$ cat src/rtl/alu_sub_pkg.sv
// Shared types and sizing helpers for the multi-cycle carry-skip subtractor.
package alu_sub_pkg;

  typedef enum logic [1:0] {
    IDLE = 2'd0,
    RUN  = 2'd1,
    DONE = 2'd2
  } state_t;

  localparam int SUB_DEF_WIDTH = 32;
  localparam int SUB_DEF_BLOCK = 4;

  function automatic int slice_count(input int w, input int b);
    return w / b;
  endfunction

endpackage

$ cat src/rtl/skip_slice.sv
// One BLOCK-bit carry-skip slice of a + ~b: ripple sum, with the block carry
// bypassed straight from cin whenever every bit propagates.
module skip_slice #(
  parameter int BLOCK = 4
) (
  input  logic [BLOCK-1:0] a_s,
  input  logic [BLOCK-1:0] nb_s,
  input  logic             cin,
  output logic [BLOCK-1:0] s,
  output logic             cout,
  output logic             skip
);

  logic [BLOCK-1:0] p;
  logic             rc;

  always_comb begin
    p  = a_s ^ nb_s;
    rc = cin;
    s  = '0;
    for (int i = 0; i < BLOCK; i++) begin
      s[i] = p[i] ^ rc;
      rc   = (a_s[i] & nb_s[i]) | (p[i] & rc);
    end
    skip = &p;
    cout = skip ? cin : rc;
  end

endmodule

$ cat src/rtl/skip_block_subtractor.sv
// Multi-cycle a - b, one carry-skip slice per cycle, LSB slice first.
// Define SUB_SKIP_STATS_EN to add the skip_cnt port and skipped-block counter.
module skip_block_subtractor
  import alu_sub_pkg::*;
#(
  parameter int WIDTH = SUB_DEF_WIDTH,
  parameter int BLOCK = SUB_DEF_BLOCK
) (
  input  logic             clk,
  input  logic             rst,
  input  logic             in_valid,
  output logic             in_ready,
  input  logic [WIDTH-1:0] a,
  input  logic [WIDTH-1:0] b,
  output logic             out_valid,
  input  logic             out_ready,
  output logic [WIDTH-1:0] diff,
  output logic             borrow,
  output logic             zero,
  output logic             neg,
  output logic             ovf
`ifdef SUB_SKIP_STATS_EN
  ,
  output logic [$clog2(WIDTH/BLOCK):0] skip_cnt
`endif
);

  localparam int N    = slice_count(WIDTH, BLOCK);
  localparam int IDXW = (N > 1) ? $clog2(N) : 1;

  if (WIDTH % BLOCK != 0) begin : g_bad_cfg
    $error("skip_block_subtractor: WIDTH must be a multiple of BLOCK");
  end

  state_t           state_q, state_d;
  logic [WIDTH-1:0] a_q, a_d, nb_q, nb_d;
  logic [WIDTH-1:0] work_q, work_d, res_q, res_d;
  logic [IDXW-1:0]  idx_q, idx_d;
  logic             carry_q, carry_d;
  logic             borrow_q, borrow_d, zero_q, zero_d;
  logic             neg_q, neg_d, ovf_q, ovf_d;

  logic [BLOCK-1:0] a_sl, nb_sl, s_sl;
  logic             cout_sl, skip_sl, last_sl;

  skip_slice #(.BLOCK(BLOCK)) u_slice (
    .a_s  (a_sl),
    .nb_s (nb_sl),
    .cin  (carry_q),
    .s    (s_sl),
    .cout (cout_sl),
    .skip (skip_sl)
  );

  // Constant part-selects keep the slice mux free of variable-width arithmetic.
  always_comb begin
    a_sl  = '0;
    nb_sl = '0;
    for (int i = 0; i < N; i++) begin
      if (idx_q == IDXW'(i)) begin
        a_sl  = a_q[i*BLOCK +: BLOCK];
        nb_sl = nb_q[i*BLOCK +: BLOCK];
      end
    end
  end

  assign last_sl = (idx_q == IDXW'(N - 1));

  always_comb begin
    state_d  = state_q;
    a_d      = a_q;
    nb_d     = nb_q;
    work_d   = work_q;
    res_d    = res_q;
    idx_d    = idx_q;
    carry_d  = carry_q;
    borrow_d = borrow_q;
    zero_d   = zero_q;
    neg_d    = neg_q;
    ovf_d    = ovf_q;
    unique case (state_q)
      IDLE: begin
        if (in_valid) begin
          a_d     = a;
          nb_d    = ~b;
          carry_d = 1'b1;
          idx_d   = '0;
          work_d  = '0;
          state_d = RUN;
        end
      end
      RUN: begin
        for (int i = 0; i < N; i++) begin
          if (idx_q == IDXW'(i)) work_d[i*BLOCK +: BLOCK] = s_sl;
        end
        carry_d = cout_sl;
        idx_d   = idx_q + 1'b1;
        if (last_sl) begin
          // Flags come from the fully assembled difference, final slice included.
          res_d    = work_d;
          borrow_d = ~cout_sl;
          zero_d   = (work_d == '0);
          neg_d    = work_d[WIDTH-1];
          ovf_d    = (a_q[WIDTH-1] == nb_q[WIDTH-1]) && (work_d[WIDTH-1] != a_q[WIDTH-1]);
          idx_d    = '0;
          state_d  = DONE;
        end
      end
      DONE: begin
        if (out_ready) state_d = IDLE;
      end
      default: state_d = IDLE;
    endcase
  end

  always_ff @(posedge clk) begin
    if (rst) begin
      state_q  <= IDLE;
      a_q      <= '0;
      nb_q     <= '0;
      work_q   <= '0;
      res_q    <= '0;
      idx_q    <= '0;
      carry_q  <= 1'b0;
      borrow_q <= 1'b0;
      zero_q   <= 1'b0;
      neg_q    <= 1'b0;
      ovf_q    <= 1'b0;
    end else begin
      state_q  <= state_d;
      a_q      <= a_d;
      nb_q     <= nb_d;
      work_q   <= work_d;
      res_q    <= res_d;
      idx_q    <= idx_d;
      carry_q  <= carry_d;
      borrow_q <= borrow_d;
      zero_q   <= zero_d;
      neg_q    <= neg_d;
      ovf_q    <= ovf_d;
    end
  end

`ifdef SUB_SKIP_STATS_EN
  logic [$clog2(N):0] skip_q, skip_d;

  always_comb begin
    skip_d = skip_q;
    if (state_q == IDLE && in_valid) skip_d = '0;
    else if (state_q == RUN && skip_sl) skip_d = skip_q + 1'b1;
  end

  always_ff @(posedge clk) begin
    if (rst) skip_q <= '0;
    else     skip_q <= skip_d;
  end

  assign skip_cnt = skip_q;
`endif

  assign in_ready  = (state_q == IDLE);
  assign out_valid = (state_q == DONE);
  assign diff      = res_q;
  assign borrow    = borrow_q;
  assign zero      = zero_q;
  assign neg       = neg_q;
  assign ovf       = ovf_q;

endmodule

$ cat config.mk
export PLATFORM = sky130hd
export DESIGN_NAME = skip_block_subtractor
export DESIGN_NICKNAME = d
export VERILOG_FILES = /design/src/rtl/alu_sub_pkg.sv /design/src/rtl/skip_slice.sv /design/src/rtl/skip_block_subtractor.sv
export SDC_FILE = /design/constraint.sdc
export NUM_CORES = 1
export LEC_CHECK = 0
export ABC_AREA = 1
export CAP_MARGIN = 30
export CORE_MARGIN = 8
export CORE_UTILIZATION = 40
export DETAILED_ROUTE_END_ITERATION = 16
export GPL_TIMING_DRIVEN = 0
export PLACE_DENSITY = 0.68
export SLEW_MARGIN = 20
export SYNTH_ARGS = -nofsm -noshare
export SYNTH_HDL_FRONTEND = slang
export SYNTH_SLANG_ARGS = --single-unit
$ cat constraint.sdc
create_clock -name clk -period 10.8 [get_ports clk]
set_clock_uncertainty 0.2 [all_clocks]
set_input_delay 3.24 -clock clk [delete_from_list [all_inputs] [get_ports clk]]
set_output_delay 3.24 -clock clk [all_outputs]
set_load 0.03 [all_outputs]
# Word level (Yosys, flattened, before mapping)
# Index checks and enable logic that the tools add are counted.
# totals
ff_bits	138
inputBits	68
word_cells	99
# classes
n_addsub	1
n_eq_ne	14
muxes	44
bitwise	19
n_reduce_logical	10
# op_table
op	count
2-to-1 mux 4 bit	32
one-hot mux 32 bit (2 select lines)	1
zero test 32 bit	1
2-to-1 mux 32 bit	1
inverter 32 bit	1
equality test 3 bit (second input constant)	4
AND 1 bit	8
equality test 3 x 2 -> 1 bit (second input constant)	2
2-to-1 mux 2 bit	3
2-to-1 mux 3 bit	2
one-hot mux 2 bit (3 select lines)	1
one-hot mux 3 bit (2 select lines)	1
AND reduction 2 bit	3
!= test 2 bit (second input constant)	2
bitwise OR 1 bit	4
AND reduction 4 bit	1
XOR 1 bit	4
XOR 4 bit	1
adder 3 x 1 -> 3 bit (second input constant)	1
equality test 3 x 1 -> 1 bit (second input constant)	1
zero test 3 bit	1
AND reduction 3 bit	1
equality test 2 x 1 -> 1 bit (second input constant)	1
equality test 2 bit (second input constant)	1
9 further kinds	10

# Longest topological paths before layout
# depth
depth_word	21
mapped_depth	28
depth_no_buf	27

# Cells and area by module
# From an unflattened synthesis, not the netlist that was laid out.
# unflattened
cells_unflattened	925
area_unflattened_um2	6332.3
# modules_own_cells
mod	instances	cells_per_inst	area_each_um2
skip_block_subtractor	1	901	6138.4
skip_slice	1	24	193.9

# Worst setup path after synthesis
# No wires, ideal clock.
# synth_timing
path_kind	in2reg
start	input port rst
end	register res_q[31], in the netlist diff[31]
setup_time_ns	0.070
arrival_time_ns	4.072
t_required_ns	10.530
path_slack_ns	6.458
cell_stages	6
path_buffers	3
path_cell_list	clkbuf_1 inv_1 buf_2 clkbuf_1 o21ai_0 a21oi_1
# synth_lines
item	line_no	rtl
start: declaration	skip_block_subtractor.sv:10	input logic rst,
end signal: assignment	skip_block_subtractor.sv:134	res_q <= res_d;
end: declaration	skip_block_subtractor.sv:37	logic [WIDTH-1:0] work_q, work_d, res_q, res_d;

# Final worst setup path
# layout_timing
start	register idx_q[2]
end	register zero_q, in the netlist zero
# layout_via
elab_chain_cells	20
word_cells_on_any_way	56
classes_between	eq/ne: 7; mux: 32; bitwise: 14; reduce/logical: 3
# layout_lines
item	line_no	rtl
start: declaration	skip_block_subtractor.sv:38	logic [IDXW-1:0] idx_q, idx_d;
start signal: assignment	skip_block_subtractor.sv:135	idx_q <= idx_d;
zero test 3 bit	skip_block_subtractor.sv:60, skip_block_subtractor.sv:94	
2-to-1 mux 4 bit (8 in series)	skip_block_subtractor.sv:60	if (idx_q == IDXW'(i)) begin
XOR 4 bit	skip_slice.sv:18	p = a_s ^ nb_s;
AND 1 bit	skip_slice.sv:23	rc = (a_s[i] & nb_s[i]) | (p[i] & rc);
bitwise OR 1 bit	skip_slice.sv:23	
AND 1 bit	skip_slice.sv:23	
bitwise OR 1 bit	skip_slice.sv:23	
AND 1 bit	skip_slice.sv:23	
bitwise OR 1 bit	skip_slice.sv:23	
XOR 1 bit	skip_slice.sv:22	s[i] = p[i] ^ rc;
2-to-1 mux 4 bit	skip_block_subtractor.sv:94	if (idx_q == IDXW'(i)) work_d[i*BLOCK +: BLOCK] = s_sl;
2-to-1 mux 4 bit	skip_block_subtractor.sv:81	unique case (state_q)
zero test 32 bit	skip_block_subtractor.sv:102	zero_d = (work_d == '0);
end signal: assignment	skip_block_subtractor.sv:138	zero_q <= zero_d;
end: declaration	skip_block_subtractor.sv:40	logic borrow_q, borrow_d, zero_q, zero_d;
# Several ways; a longest one is shown, not always the timed one. The select of a mux whose other input is x is not followed.
# A chain may end at the register's enable or synchronous reset.

==> flow_summary_export.csv <==
group,metric,value,unit
outcome,status,"completed",
clocking,cts-buffers-inserted,17,
pwr,netSwitchingPower,0.359,mW
finish,fin_area,8210,um^2
route,dr_wl_met2,8.62,mm
setup_path,crit_path_max_incr_delay,0.71,ns
timing,slew-limit-headroom,59.7,%
route,drt_wl_total,18.5,mm
finish,nNetsFinal,1096,
placement,dpl_cell_area,7610,um^2
clocking,post_cts_resized,0,
timing,fin_crit_sh,47.2,%
route,antenna_left,0,
grt,grt_pass1_vias,5932,
run,maxCapViolCount,0,
route,vias,6150,
setup_path,cpMaxStageDelayCell,"fa_1",
pwr,peakVddDrop,0.108,mV
clocking,clk_pin_slew_worst_paths,0.06,ns
die,start_util,40.3,%
placement,dpl_worst_slack,5.56,ns
timing,worst_pin_slew,0.604,ns
route,dr.pass1.iters,5,
route,wl_per_cell,14.9,um
clocking,clock-sinks,137,
timing,setup_slack,5.71,ns
hold_path,holdPathStages,2,
finish,multi_input_area,3000,um^2
setup_path,critPathCaptureType,"flop",
die,io_pins,106,
yosys,synth_top_area_share,43.5,%
clocking,cts_root_buffer,"clkbuf_16",
clocking,cts_tree,"done",
pwr,swShare,26.8,%
clocking,htree_levels,4,
placement,dp_hpwl,13.6,mm
route,met1_length,8.36,mm
setup_path,cp_max_fo,10,
clocking,post_cts_buffers,0,
pwr,power_leakage,3.54,nW
finish,n_fill_cell,1613,
finish,final_core_utilization,52.4,%
setup_path,cp_num_cells,26,
timing,timing.fmax,0.196,GHz
grt,grt-ovfl-total,0,
setup_path,crit_top_cell,"nand2_1",
timing,finalCriticalPeriod,5.09,ns
yosys,syn_area_per_cell,7.07,um^2
pwr,power-per-cell-area,163,nW/um^2
setup_path,crit_family,"adder cells",
die,dieArea,20000,um^2
route,vias_per_cell,4.96,
route,met3_length,1.10,mm
setup_path,cp.required,10.96,ns
die,rows,46,
yosys,yosysUniqueCellTypes,34,
pwr,internal_power,0.981,mW
yosys,synth_area_leaders,"dfxtp_1 (44%), nand2_1 (11%), a21oi_1 (8.9%)",
yosys,synthesis.nets,973,
timing,finalHoldViolCount,0,
finish,regArea,2740,um^2
placement,portBuffers,104,
setup_path,path_buf_inv,8,
setup_path,crit_type,"reg -> reg",
finish,area_growth,30.2,%
setup_path,cp-start-kind,"flop",
pwr,power_frac_clock,43.9,%
grt,antenna_found_initial,0,
clocking,clockBufferDepth,2,
clocking,clk_latency,0.43,ns
yosys,yosys.area.top_type,"dfxtp_1",
setup_path,r2r_cells,26,
grt,grt_pass1_wl,30.1,mm
grt,grt_use_total,19.1,%
pwr,sequentialPowerShare,40.5,%
yosys,yosysSeqAreaShare,43.5,%
route,initialDrtViolationCount,481,
finish,final_layout_size_suffix_gt1_share,9.07,%
yosys,ys_ff_latch,137,
route,maxUsedRoutingLayer,"met4",
yosys,netlist_area,6300,um^2
yosys,netlist_instances,891,
timing,finalSetupViolCount,0,
timing,fin_tns_setup,0,ns
yosys,ys_warn_count,0,
route,drcViolationCount,0,
die,core_area,15700,um^2
placement,place_congestion,0.854,
timing,rsz0062_at_grt,"no",
timing,slew_violations,0,
die,die_h,142,um
pwr,pwr-share-comb,15.6,%
setup_path,cp.arrival,5.26,ns
finish,diodes,0,
grt,grt_max_degree,17,
die,die_w,142,um
hold_path,hold_path.class,"reg -> reg",
clocking,cts.hold.buffers_added,0,
## stage by stage
step           power [mW]  hold WS, ns  cells
6_report             1.34        0.256   1241
5_1_grt              1.40        0.271   1241
4_1_cts              1.35        0.259   1241
3_5_place_dp        0.761        0.250   1211
3_3_place_gp        0.760        0.245   1211
2_1_floorplan       0.677        0.230    891
## logic make-up (layout without fill, tap and decap cells)
family / after synthesis / count (layout) / share of synthesized area (%)
AND/OR/NAND/NOR: 364 / 364 / 24.5
adder cells (fa/ha/maj): 14 / 14 / 3.26
buffers and inverters: 133 / 267 / 8.95
flip-flops: 137 / 137 / 43.5
AO/OA/AOI/OAI: 243 / 243 / 19.8
## synth_stat cells, drive strengths merged
library cell	count
or2	34
clkinv	1
o21a	1
o21ai	124
dfxtp	137
inv	77
a31oi	1
nor2	100
buf	27
o221a	1
o31ai	1
clkbuf	28
fa	4
nand3	31
a21oi	113
o211ai	1
a211oi	1
nand2	199
ha	10
## path summary, 6_finish.rpt
kind,from,end,slack (ns)
worst max-delay path,idx_q[2]$_SDFFE_PP0P_,zero$_SDFFE_PP0P_,5.71
worst min-delay path,a_q[27]$_SDFFE_PP0P_,a_q[27]$_SDFFE_PP0P_,0.26
worst max register to register,idx_q[2]$_SDFFE_PP0P_,zero$_SDFFE_PP0P_,5.71
worst min register to register,a_q[27]$_SDFFE_PP0P_,a_q[27]$_SDFFE_PP0P_,0.26
## worst reg2reg max path, delay by kind of cell (launching register included)
kind                     cells  cell delay [ns]
adder cells (fa/ha/maj)      5             1.92
buffers and inverters        8             1.19
AND/OR/NAND/NOR             11             1.04
AO/OA/AOI/OAI                2             0.36
flip-flops                   1             0.34
## power groups by stage
stage          sequential [mW]  clock, mW  combinational (mW)
6_report                 0.543      0.588               0.209
5_1_grt                  0.546      0.622               0.234
4_1_cts                  0.543      0.597               0.208
3_5_place_dp             0.553          0               0.208
3_3_place_gp             0.553          0               0.207
2_1_floorplan            0.550          0               0.128
## sequential cells by signal, summed over array words and instances (netlist names)
register and count:
ovf 1, carry_q 1, idx_q 3, nb_q 32, borrow 1, a_q 32
work_q 32, diff 32, zero 1, state_q 2
## area by class of cell
type	instances	share of cell area, %
Multi-Input combinational cell	621	36.5
Sequential cell	137	33.4
Timing Repair Buffer	104	12.7
Clock buffer	21	5.73
Inverter	78	3.64
Tap cell	216	3.29
Buffer	55	3.23
Clock inverter	9	1.49
## routing by layer
layer  vias up  global-route usage, %
met5         -                      0
li1       3110                      -
met2       189                   30.9
met1      2820                   24.0
met3        31                   4.44
met4         0                   7.97
## layout by cell type (no fill, tap or decap), types with 2 or more instances in the layout
master / n
a21oi_1: 112
buf_2: 22
buf_4: 2
buf_6: 3
bufinv_16: 3
clkbuf_1: 28
clkbuf_16: 17
clkbuf_8: 3
clkdlybuf4s50_1: 104
clkinv_2: 6
dfxtp_1: 137
fa_1: 4
ha_1: 10
inv_1: 67
inv_2: 9
nand2_1: 193
nand2_2: 3
nand2_4: 2
nand3_1: 31
nor2_1: 97
nor2_4: 2
o21ai_0: 101
o21ai_1: 21
o21ai_2: 2
or2_0: 12
or2_1: 10
or2_2: 12
Power figures use the tool's default switching activity.
